**src/rtl/cpu_pkg.sv**
```systemverilog
// Shared definitions for the issue scoreboard and writeback arbiter:
// instruction field positions, default widths and the grant encoding.
package cpu_pkg;

  localparam int DATA_W = 16;
  localparam int NREG   = 16;
  localparam int INST_W = 16;

  localparam int RS1_MSB = 11;
  localparam int RS1_LSB = 8;
  localparam int RS2_MSB = 7;
  localparam int RS2_LSB = 4;
  localparam int RD_MSB  = 3;
  localparam int RD_LSB  = 0;

  typedef enum logic {
    GNT_ALU = 1'b0,
    GNT_LD  = 1'b1
  } gnt_e;

  function automatic logic [RS1_MSB-RS1_LSB:0] f_rs1(input logic [INST_W-1:0] inst);
    return inst[RS1_MSB:RS1_LSB];
  endfunction

  function automatic logic [RS2_MSB-RS2_LSB:0] f_rs2(input logic [INST_W-1:0] inst);
    return inst[RS2_MSB:RS2_LSB];
  endfunction

  function automatic logic [RD_MSB-RD_LSB:0] f_rd(input logic [INST_W-1:0] inst);
    return inst[RD_MSB:RD_LSB];
  endfunction

endpackage

```
**src/rtl/wb_rr_arbiter.sv**
```systemverilog
// Two-way round-robin arbiter for the register-file write port. A lone
// requester always wins; on contention the source not granted last wins.
module wb_rr_arbiter
  import cpu_pkg::*;
(
  input  logic i_clk,
  input  logic i_reset,
  input  logic i_alu_valid,
  input  logic i_ld_valid,
  output logic o_alu_gnt,
  output logic o_ld_gnt,
  output gnt_e o_sel
);

  gnt_e r_last_grant;
  logic w_alu_gnt;
  logic w_ld_gnt;

  // NOTE: every signal assigned in always_comb gets a default first, so no
  // path through the block can leave it unassigned and infer a latch.
  always_comb begin
    w_alu_gnt = 1'b0;
    w_ld_gnt  = 1'b0;
    if (i_alu_valid && i_ld_valid) begin
      if (r_last_grant == GNT_LD) w_alu_gnt = 1'b1;
      else                        w_ld_gnt  = 1'b1;
    end else begin
      w_alu_gnt = i_alu_valid;
      w_ld_gnt  = i_ld_valid;
    end
  end

  assign o_alu_gnt = w_alu_gnt;
  assign o_ld_gnt  = w_ld_gnt;
  assign o_sel     = w_ld_gnt ? GNT_LD : GNT_ALU;

  // NOTE: sequential state is updated with non-blocking assignments so all
  // flops sample their inputs from the same pre-edge values.
  always_ff @(posedge i_clk or negedge i_reset) begin
    if (!i_reset) begin
      r_last_grant <= GNT_LD;
    end else if (w_alu_gnt || w_ld_gnt) begin
      r_last_grant <= o_sel;
    end
  end

endmodule

```
**src/rtl/reg_scoreboard_wb_arbiter.sv**
```systemverilog
// Issue scoreboard with RAW/WAW/in-flight stalls, plus a registered commit
// stage that drives the register-file write port from the arbitrated winner.
module reg_scoreboard_wb_arbiter
  import cpu_pkg::*;
#(
  parameter int DATA_W       = cpu_pkg::DATA_W,
  parameter int NREG         = cpu_pkg::NREG,
  parameter int MAX_INFLIGHT = 4
) (
  input  logic                    i_clk,
  input  logic                    i_reset,
  input  logic                    i_issue_valid,
  input  logic [INST_W-1:0]       i_issue_inst,
  input  logic                    i_issue_uses_rs2,
  input  logic                    i_issue_writes_rd,
  input  logic                    i_flush,
  output logic                    o_issue_ready,
  input  logic                    i_alu_wb_valid,
  input  logic [$clog2(NREG)-1:0] i_alu_wb_addr,
  input  logic [DATA_W-1:0]       i_alu_wb_data,
  output logic                    o_alu_wb_ready,
  input  logic                    i_ld_wb_valid,
  input  logic [$clog2(NREG)-1:0] i_ld_wb_addr,
  input  logic [DATA_W-1:0]       i_ld_wb_data,
  output logic                    o_ld_wb_ready,
  output logic                    o_rf_write_en,
  output logic [$clog2(NREG)-1:0] o_rf_write_add,
  output logic [DATA_W-1:0]       o_rf_write_data,
  output logic [NREG-1:0]         o_pending,
  output logic                    o_wb_err
);

  localparam int AW    = $clog2(NREG);
  localparam int CNT_W = 4;

  logic [NREG-1:0]   r_pending;
  logic [CNT_W-1:0]  r_inflight;
  logic              r_rf_write_en;
  logic [AW-1:0]     r_rf_write_add;
  logic [DATA_W-1:0] r_rf_write_data;
  logic              r_wb_err;

  logic [AW-1:0]     w_rs1;
  logic [AW-1:0]     w_rs2;
  logic [AW-1:0]     w_rd;
  logic              w_at_limit;
  logic              w_hazard;
  logic              w_issue_ready;
  logic              w_issue_set;
  logic              w_commit_dec;
  logic              w_alu_gnt;
  logic              w_ld_gnt;
  logic              w_gnt_any;
  gnt_e              w_sel;
  logic [AW-1:0]     w_gnt_addr;
  logic [DATA_W-1:0] w_gnt_data;
  logic [NREG-1:0]   w_pending_nxt;
  logic [CNT_W-1:0]  w_inflight_nxt;
  logic              w_unused_opcode;

  assign w_rs1 = AW'(f_rs1(i_issue_inst));
  assign w_rs2 = AW'(f_rs2(i_issue_inst));
  assign w_rd  = AW'(f_rd(i_issue_inst));
  assign w_unused_opcode = &{1'b0, i_issue_inst[INST_W-1:RS1_MSB+1]};

  assign w_at_limit = (r_inflight == CNT_W'(MAX_INFLIGHT));
  assign w_hazard   = r_pending[w_rs1]
                    | (i_issue_uses_rs2  & r_pending[w_rs2])
                    | (i_issue_writes_rd & r_pending[w_rd])
                    | (i_issue_writes_rd & w_at_limit);

  assign w_issue_ready = ~w_hazard & ~i_flush;
  assign w_issue_set   = i_issue_valid & w_issue_ready & i_issue_writes_rd;
  // A commit to a register nobody issued must not wrap the counter.
  assign w_commit_dec  = r_rf_write_en & (r_inflight != '0);

  wb_rr_arbiter u_arb (
    .i_clk       (i_clk),
    .i_reset     (i_reset),
    .i_alu_valid (i_alu_wb_valid),
    .i_ld_valid  (i_ld_wb_valid),
    .o_alu_gnt   (w_alu_gnt),
    .o_ld_gnt    (w_ld_gnt),
    .o_sel       (w_sel)
  );

  assign w_gnt_any  = w_alu_gnt | w_ld_gnt;
  assign w_gnt_addr = (w_sel == GNT_LD) ? i_ld_wb_addr : i_alu_wb_addr;
  assign w_gnt_data = (w_sel == GNT_LD) ? i_ld_wb_data : i_alu_wb_data;

  // Clear first, then set, so a forced same-register collision leaves it pending.
  always_comb begin
    w_pending_nxt = r_pending;
    if (r_rf_write_en) w_pending_nxt[r_rf_write_add] = 1'b0;
    if (w_issue_set)   w_pending_nxt[w_rd]           = 1'b1;
  end

  always_comb begin
    w_inflight_nxt = r_inflight;
    case ({w_issue_set, w_commit_dec})
      2'b10:   w_inflight_nxt = r_inflight + CNT_W'(1);
      2'b01:   w_inflight_nxt = r_inflight - CNT_W'(1);
      default: w_inflight_nxt = r_inflight;
    endcase
  end

  always_ff @(posedge i_clk or negedge i_reset) begin
    if (!i_reset) begin
      r_pending       <= '0;
      r_inflight      <= '0;
      r_rf_write_en   <= 1'b0;
      r_rf_write_add  <= '0;
      r_rf_write_data <= '0;
      r_wb_err        <= 1'b0;
    end else begin
      r_pending     <= w_pending_nxt;
      r_inflight    <= w_inflight_nxt;
      r_rf_write_en <= w_gnt_any;
      if (w_gnt_any) begin
        r_rf_write_add  <= w_gnt_addr;
        r_rf_write_data <= w_gnt_data;
        if (!r_pending[w_gnt_addr]) r_wb_err <= 1'b1;
      end
    end
  end

  assign o_issue_ready   = w_issue_ready;
  assign o_alu_wb_ready  = w_alu_gnt;
  assign o_ld_wb_ready   = w_ld_gnt;
  assign o_rf_write_en   = r_rf_write_en;
  assign o_rf_write_add  = r_rf_write_add;
  assign o_rf_write_data = r_rf_write_data;
  assign o_pending       = r_pending;
  assign o_wb_err        = r_wb_err;

endmodule

```
**config.mk**
```make
export PLATFORM = sky130hd
export DESIGN_NAME = reg_scoreboard_wb_arbiter
export DESIGN_NICKNAME = d
export VERILOG_FILES = /design/src/rtl/cpu_pkg.sv /design/src/rtl/wb_rr_arbiter.sv /design/src/rtl/reg_scoreboard_wb_arbiter.sv
export SDC_FILE = /design/constraint.sdc
export NUM_CORES = 1
export LEC_CHECK = 0
export CAP_MARGIN = 20
export CORE_UTILIZATION = 30
export CTS_CLUSTER_DIAMETER = 120
export DETAILED_ROUTE_END_ITERATION = 12
export GPL_TIMING_DRIVEN = 0
export PLACE_DENSITY = 0.69
export SYNTH_ARGS = -nofsm -noshare
export SYNTH_HDL_FRONTEND = slang
export SYNTH_HIERARCHICAL = 1
export SYNTH_SLANG_ARGS = --single-unit
```
**constraint.sdc**
```tcl
create_clock -name i_clk -period 4.7 [get_ports i_clk]
set_clock_uncertainty 0.2 [all_clocks]
set_input_delay 0.94 -clock i_clk [delete_from_list [all_inputs] [get_ports i_clk]]
set_output_delay 0.94 -clock i_clk [all_outputs]
set_load 0.02 [all_outputs]
```
==> Yosys cells after proc, flatten, opt, wreduce, memory -nomap -nowiden <==
Index checks and enable logic that the tools add are counted.
W data, S select, Z words.
{ "classes": {"bitwise": 17, "mux": 22, "multipliers": 0, "magnitude_cmp": 7, "n_shift": 0, "n_reduce_logical": 7, "n_addsub": 2, "eq_ne": 3, "div_mod_pow": 0} }
{ "ops": {"columns": ["cell", "count"], "rows": [
  ["$mux W16", 3],
  ["$lt A4 B5 Y1 const B", 5],
  ["$and A16 B16 Y16", 1],
  ["$bmux W1 S4", 4],
  ["$not A16 Y16", 1],
  ["$or A16 B16 Y16", 1],
  ["$mux W1", 11],
  ["$demux W1 S4", 2],
  ["$ge A4 B1 Y1 const B", 2],
  ["$pmux W4 S2", 1],
  ["$and A1 B1 Y1", 7],
  ["$add A4 B1 Y4 const B", 1],
  ["$eq A4 B3 Y1 const B", 1],
  ["$mux W4", 1],
  ["$or A1 B1 Y1", 4],
  ["$reduce_bool A4 Y1", 1],
  ["$sub A4 B1 Y4 const B", 1],
  ["$logic_and A1 B1 Y1", 3],
  ["$not A1 Y1", 3],
  ["$eq A2 B1 Y1 const B", 1],
  ["$eq A2 B2 Y1 const B", 1],
  ["$reduce_and A2 Y1", 1],
  ["$reduce_bool A2 Y1", 1],
  ["$logic_or A1 B1 Y1", 1]
]} }
{ "word_totals": {"word_cells": 65, "ram_bits": 0, "mem_bits_ro": 0, "mem_count": 0, "latch_bits": 0, "output_inout_bits": 41, "register_bits": 43, "input_bits": 64} }

==> Depth between registers and ports, before layout <==
{ "depth": {"ltp_word": 12, "depth_mapped": 14, "depth_no_buf": 13} }

==> Modules after synthesis <==
The synthesis kept the hierarchy.
{ "modules_own_cells": {"columns": ["module", "area_each_um2", "cells_each", "seq_area_each_um2", "instances"], "rows": [
  ["reg_scoreboard_wb_arbiter", 2578.7, 232, 1051.0, 1],
  ["wb_rr_arbiter", 61.3, 7, 26.3, 1]
]} }

==> Least setup slack after synthesis <==
OpenSTA, ideal clock, no wires.
{ "synth_path": {"path_kind": "in2reg", "start": "input i_issue_inst[1]", "end": "register r_inflight[3]", "setup_ns": 0.125, "arrival_time_ns": 3.852, "path_slack_ns": 0.523, "path_stages": 14, "required_ns": 4.375, "n_path_buf": 1, "cell_sequence": "buf_6 mux4_1 a22oi_2 nand4_2 a2111oi_4 and2_2 nand3_1 ha_1 ha_1 a21o_1 a21oi_1 xnor2_1 nor2_1 xor2_1"} }
{ "synth_via": {"elab_chain_cells": 11, "elab_cells_between_ends": 13, "cone_classes": "2 x eq/ne; 3 x mux; 7 x bitwise; 1 x reduce/logical"} }
{ "synth_lines": {"columns": ["item", "line", "text"], "rows": [
  ["start, declared", "reg_scoreboard_wb_arbiter.sv:13", "input logic [INST_W-1:0] i_issue_inst,"],
  ["$bmux W1 S4 *", "reg_scoreboard_wb_arbiter.sv:69", "| (i_issue_writes_rd & r_pending[w_rd])"],
  ["$mux W1 (not written as such) *", "reg_scoreboard_wb_arbiter.sv:69", null],
  ["$and A1 B1 Y1 *", "reg_scoreboard_wb_arbiter.sv:69", null],
  ["$or A1 B1 Y1 *", "reg_scoreboard_wb_arbiter.sv:69", null],
  ["$or A1 B1 Y1 *", "reg_scoreboard_wb_arbiter.sv:70", "| (i_issue_writes_rd & w_at_limit);"],
  ["$not A1 Y1 *", "reg_scoreboard_wb_arbiter.sv:72", "assign w_issue_ready = ~w_hazard & ~i_flush;"],
  ["$and A1 B1 Y1 *", "reg_scoreboard_wb_arbiter.sv:72", null],
  ["net o_issue_ready", "reg_scoreboard_wb_arbiter.sv:17", "output logic o_issue_ready,"],
  ["$and A1 B1 Y1 * (2 in series)", "reg_scoreboard_wb_arbiter.sv:73", "assign w_issue_set = i_issue_valid & w_issue_ready & i_issue_writes_rd;"],
  ["$eq A2 B1 Y1 or $eq A2 B2 Y1 (tied branches)", "reg_scoreboard_wb_arbiter.sv:100", "case ({w_issue_set, w_commit_dec})"],
  ["$pmux W4 S2 or $reduce_bool A2 Y1 (tied branches)", null, null],
  ["end signal, assigned", "reg_scoreboard_wb_arbiter.sv:117", "r_inflight <= w_inflight_nxt;"],
  ["end, declared", "reg_scoreboard_wb_arbiter.sv:37", "logic [CNT_W-1:0] r_inflight;"]
]} }
Mark *: on every way through the listed nets, which the timed path passes. The rest lies on a longest branch. The select of a mux whose other input is x is not followed.
A chain may end at the register's enable or synchronous reset.

==> Worst setup path after layout <==
{ "layout_path": {"start": "input i_issue_inst[8]", "end": "output o_issue_ready"} }
{ "layout_via": {"elab_chain_cells": 7} }
{ "layout_lines": {"columns": ["item", "line", "text"], "rows": [
  ["$bmux W1 S4", "reg_scoreboard_wb_arbiter.sv:67", "assign w_hazard = r_pending[w_rs1]"],
  ["$mux W1 (not written as such)", "reg_scoreboard_wb_arbiter.sv:67", null],
  ["$or A1 B1 Y1", "reg_scoreboard_wb_arbiter.sv:68", "| (i_issue_uses_rs2 & r_pending[w_rs2])"],
  ["$or A1 B1 Y1", "reg_scoreboard_wb_arbiter.sv:69", null],
  ["$or A1 B1 Y1", "reg_scoreboard_wb_arbiter.sv:70", null],
  ["$not A1 Y1", "reg_scoreboard_wb_arbiter.sv:72", null],
  ["$and A1 B1 Y1", "reg_scoreboard_wb_arbiter.sv:72", null],
  ["end, declared", "reg_scoreboard_wb_arbiter.sv:17", null]
]} }
Every way passes these cells. The select of a mux whose other input is x is not followed.

==> run_results.csv <==
group,metric,value,unit
floorplanning,dieArea,0.00918,mm^2
power_and_ir_drop,power_frac_seq,0.363,
floorplanning,coreArea,0.00838,mm^2
cts,postCtsHoldBufs,0,
timing,worstMarginPinSlew,0.882,ns
placement,dpl_cell_area,0.00376,mm^2
critical_path,crit_chain,"clkdlybuf4s50_1, mux4_2, mux2_2, o21ai_4, and2_2, clkdlybuf4s50_1",
status,status,"complete, no violations",
power_and_ir_drop,clkPwrFrac,0.165,
cts,clkTransAtPathRegs,0.08,ns
placement,dp.final_hpwl,5850,um
min_path,hp-class,"in -> async",
detailed_routing,vias,2328,
timing,hold_viol_final,0,
detailed_routing,drtAntennaViolNets,0,
power_and_ir_drop,netSwitchingFraction,0.384,
cts,clockBufferDepth,2,
final_layout,layout_common_cells,"96 x clkdlybuf4s50_1, 42 x dfrtp_1, 30 x mux2i_1",
floorplanning,start_util,0.315,
logic_synthesis,avgSynthCellArea,11.0,um^2
grt,grt_pass1_wl,11800,um
power_and_ir_drop,power_density,463,mW/mm^2
critical_path,path_buf_inv,2,
timing,rsz0062_at_grt,"no",
detailed_routing,drc,0,
cts,cts_tree,"yes",
logic_synthesis,ys_seq_elements,43,
cts,cts_buffers,5,
detailed_routing,drtPass1Iterations,5,
logic_synthesis,synth_warnings,6,
timing,setup_viol,0,
detailed_routing,viasPerCell,5.16,
power_and_ir_drop,p_comb_frac,0.472,
grt,grt_max_degree,36,
final_layout,antenna_cells,0,
logic_synthesis,synth_edf_count,0,
grt,antenna_found_initial,0,
floorplanning,die_w,95.8,um
final_layout,syn_to_final_growth,47.3,%
critical_path,crit_required,3.56,ns
detailed_routing,drt_wl_total,7550,um
logic_synthesis,yosys.cell_types.count,47,
final_layout,fill_cells,769,
critical_path,startpoint,"i_issue_inst[8]",
run,drv_cap,0,
detailed_routing,drtIter0Drc,99,
logic_synthesis,yosysTopAreaCell,"dfrtp_1",
timing,drv_slew,0,
logic_synthesis,async_reset_ff_frac,1.00,
logic_synthesis,ys.flop_type,"dfrtp_1",
timing,finalCriticalPeriod,4.53,ns
placement,gp_congestion,0.831,
timing,relSlewSlack,0.395,
logic_synthesis,yosys.area.top_type_share,0.398,
final_layout,final_nets,413,
logic_synthesis,syn-num-nets,307,
critical_path,critPathTopFamily,"buffers and inverters",
power_and_ir_drop,intPower,1.11,mW
power_and_ir_drop,p_switching,692,uW
detailed_routing,wire_per_inst,16.7,um
final_layout,final_common_cell,"clkdlybuf4s50_1",
cts,clock_latency,0.29,ns
grt,overflow,0,
power_and_ir_drop,finalPower,1.80,mW
critical_path,timing.rr.start,"o_pending[6]$_DFF_PN0_",
grt,grt_pass1_vias,2349,
timing,fin_crit_sh,0.965,
final_layout,final_layout_size_suffix_gt1_frac,0.139,
floorplanning,num_rows,33,
critical_path,cpPeakStageDelay,0.61,ns
timing,fmax,221,MHz
critical_path,critPathArrivalTime,3.39,ns
power_and_ir_drop,p_leak,1.56,nW
final_layout,fin_area,0.00389,mm^2
grt,grtUsageTotal,0.171,
logic_synthesis,ys_top_cells_by_area,"dfrtp_1 40%, mux2i_1 11%, mux4_2 8.5%, a21oi_1 4.0%, nor2_1 3.7%",
critical_path,crit_slowest_cell,"clkdlybuf4s50_1",
critical_path,end_kind,"output pin",
power_and_ir_drop,max-vdd-ir-drop,0.162,mV
cts,clkSinkCount,43,
cts,h-tree-depth,2,
logic_synthesis,yosysSeqAreaShare,0.408,
floorplanning,die-height,95.8,um
critical_path,worstPathMaxFanout,5,
cts,cts_root_buf,"clkbuf_8",
logic_synthesis,postSynthCellCount,239,
floorplanning,io_pins,105,
critical_path,cpMostUsedCell,"clkdlybuf4s50_1",
placement,io_buffers,97,
critical_path,critPathKind,"in -> out",
critical_path,start_kind,"input pin",
logic_synthesis,synth_area,0.00264,mm^2
-- routing by layer --
metal | track usage | vias to the layer above | share of wire
met3 | 0.0348 | 14 | 0.051
met1 | 0.212 | 1147 | 0.41
met4 | 0.0622 | 0 | 0.016
met5 | 0 | - | 0
met2 | 0.293 | 65 | 0.52
li1 | - | 1102 | -
-- cell usage after synthesis (3+ instances only) --
cell type / n
mux4_2: 10
o21ai_0: 17
nand3b_1: 4
nor2_1: 26
clkbuf_1: 5
nand2_1: 8
o21ai_1: 16
mux2i_1: 30
dfrtp_1: 42
ha_1: 3
a21oi_1: 21
mux2_2: 7
nand2b_1: 4
inv_1: 4
-- sequential cells by signal, summed over array words and instances (netlist names) --
name and count:
o_rf_write_add 4, u_arb/r_last_grant 1, o_wb_err 1, r_inflight 4, o_rf_write_en 1, o_pending 16
o_rf_write_data 16
-- final timing paths --
kind                                                  endpoint  slack (ns)  cells past startpoint
min in group i_clk                   r_inflight[3]$_DFFE_PN0P_        0.30                      1
worst min register to register       r_inflight[3]$_DFFE_PN0P_        0.30                      1
worst min-delay path            o_rf_write_data[3]$_DFFE_PN0P_        0.30                      1
worst max register to register       r_inflight[3]$_DFFE_PN0P_        1.18                     13
worst max-delay path                             o_issue_ready        0.17                      6
max in group asynchronous              o_pending[12]$_DFF_PN0_        3.55                      2
-- layout make-up --
class	instances	area, um^2	share of cell area
clock buffer	6	82.6	0.0212
sequential	43	1080	0.277
tap	105	131	0.0338
buffer	11	90.1	0.0232
timing repair buffer	99	993	0.255
multi-input combinational	181	1470	0.377
inverter	4	15.0	0.00386
clock inverter	2	35.0	0.00901
-- cells by family after synthesis --
group,count (synthesis),synth area share
fa+ha+maj,4,0.0218
buf+inv,15,0.0398
simple gates,60,0.126
xor+xnor,4,0.0133
compound gates,64,0.142
flops,43,0.408
mux,49,0.249
-- power groups by stage --
stage / Clock, mW / Sequential, mW / Combinational (mW)
2_1_floorplan: 0 / 0.703 / 0.401
3_3_place_gp: 0 / 0.658 / 0.824
3_5_place_dp: 0 / 0.658 / 0.849
4_1_cts: 0.304 / 0.651 / 0.856
5_1_grt: 0.320 / 0.668 / 0.924
6_report: 0.297 / 0.655 / 0.850
-- metrics by stage --
step | hold slack, ns | std cells | utilization | setup slack (ns) | setup TNS [ns]
6_report | 0.298 | 451 | 0.464 | 0.165 | 0
5_1_grt | 0.296 | 451 | 0.464 | 0.0725 | 0
4_1_cts | 0.298 | 451 | 0.463 | 0.0732 | 0
3_5_place_dp | 0.280 | 442 | 0.448 | -0.152 | -0.208
3_3_place_gp | 0.251 | 441 | 0.446 | -0.132 | -0.132
2_1_floorplan | 0.265 | 239 | - | 0.523 | 0
-- what timing repair did --
item,4_1_cts,5_1_grt
endpoints found under the setup margin,1,1
setup buffers,1,0
pin swaps,1,0
gates resized for setup,0,1
(Power assumes the default switching activity.)
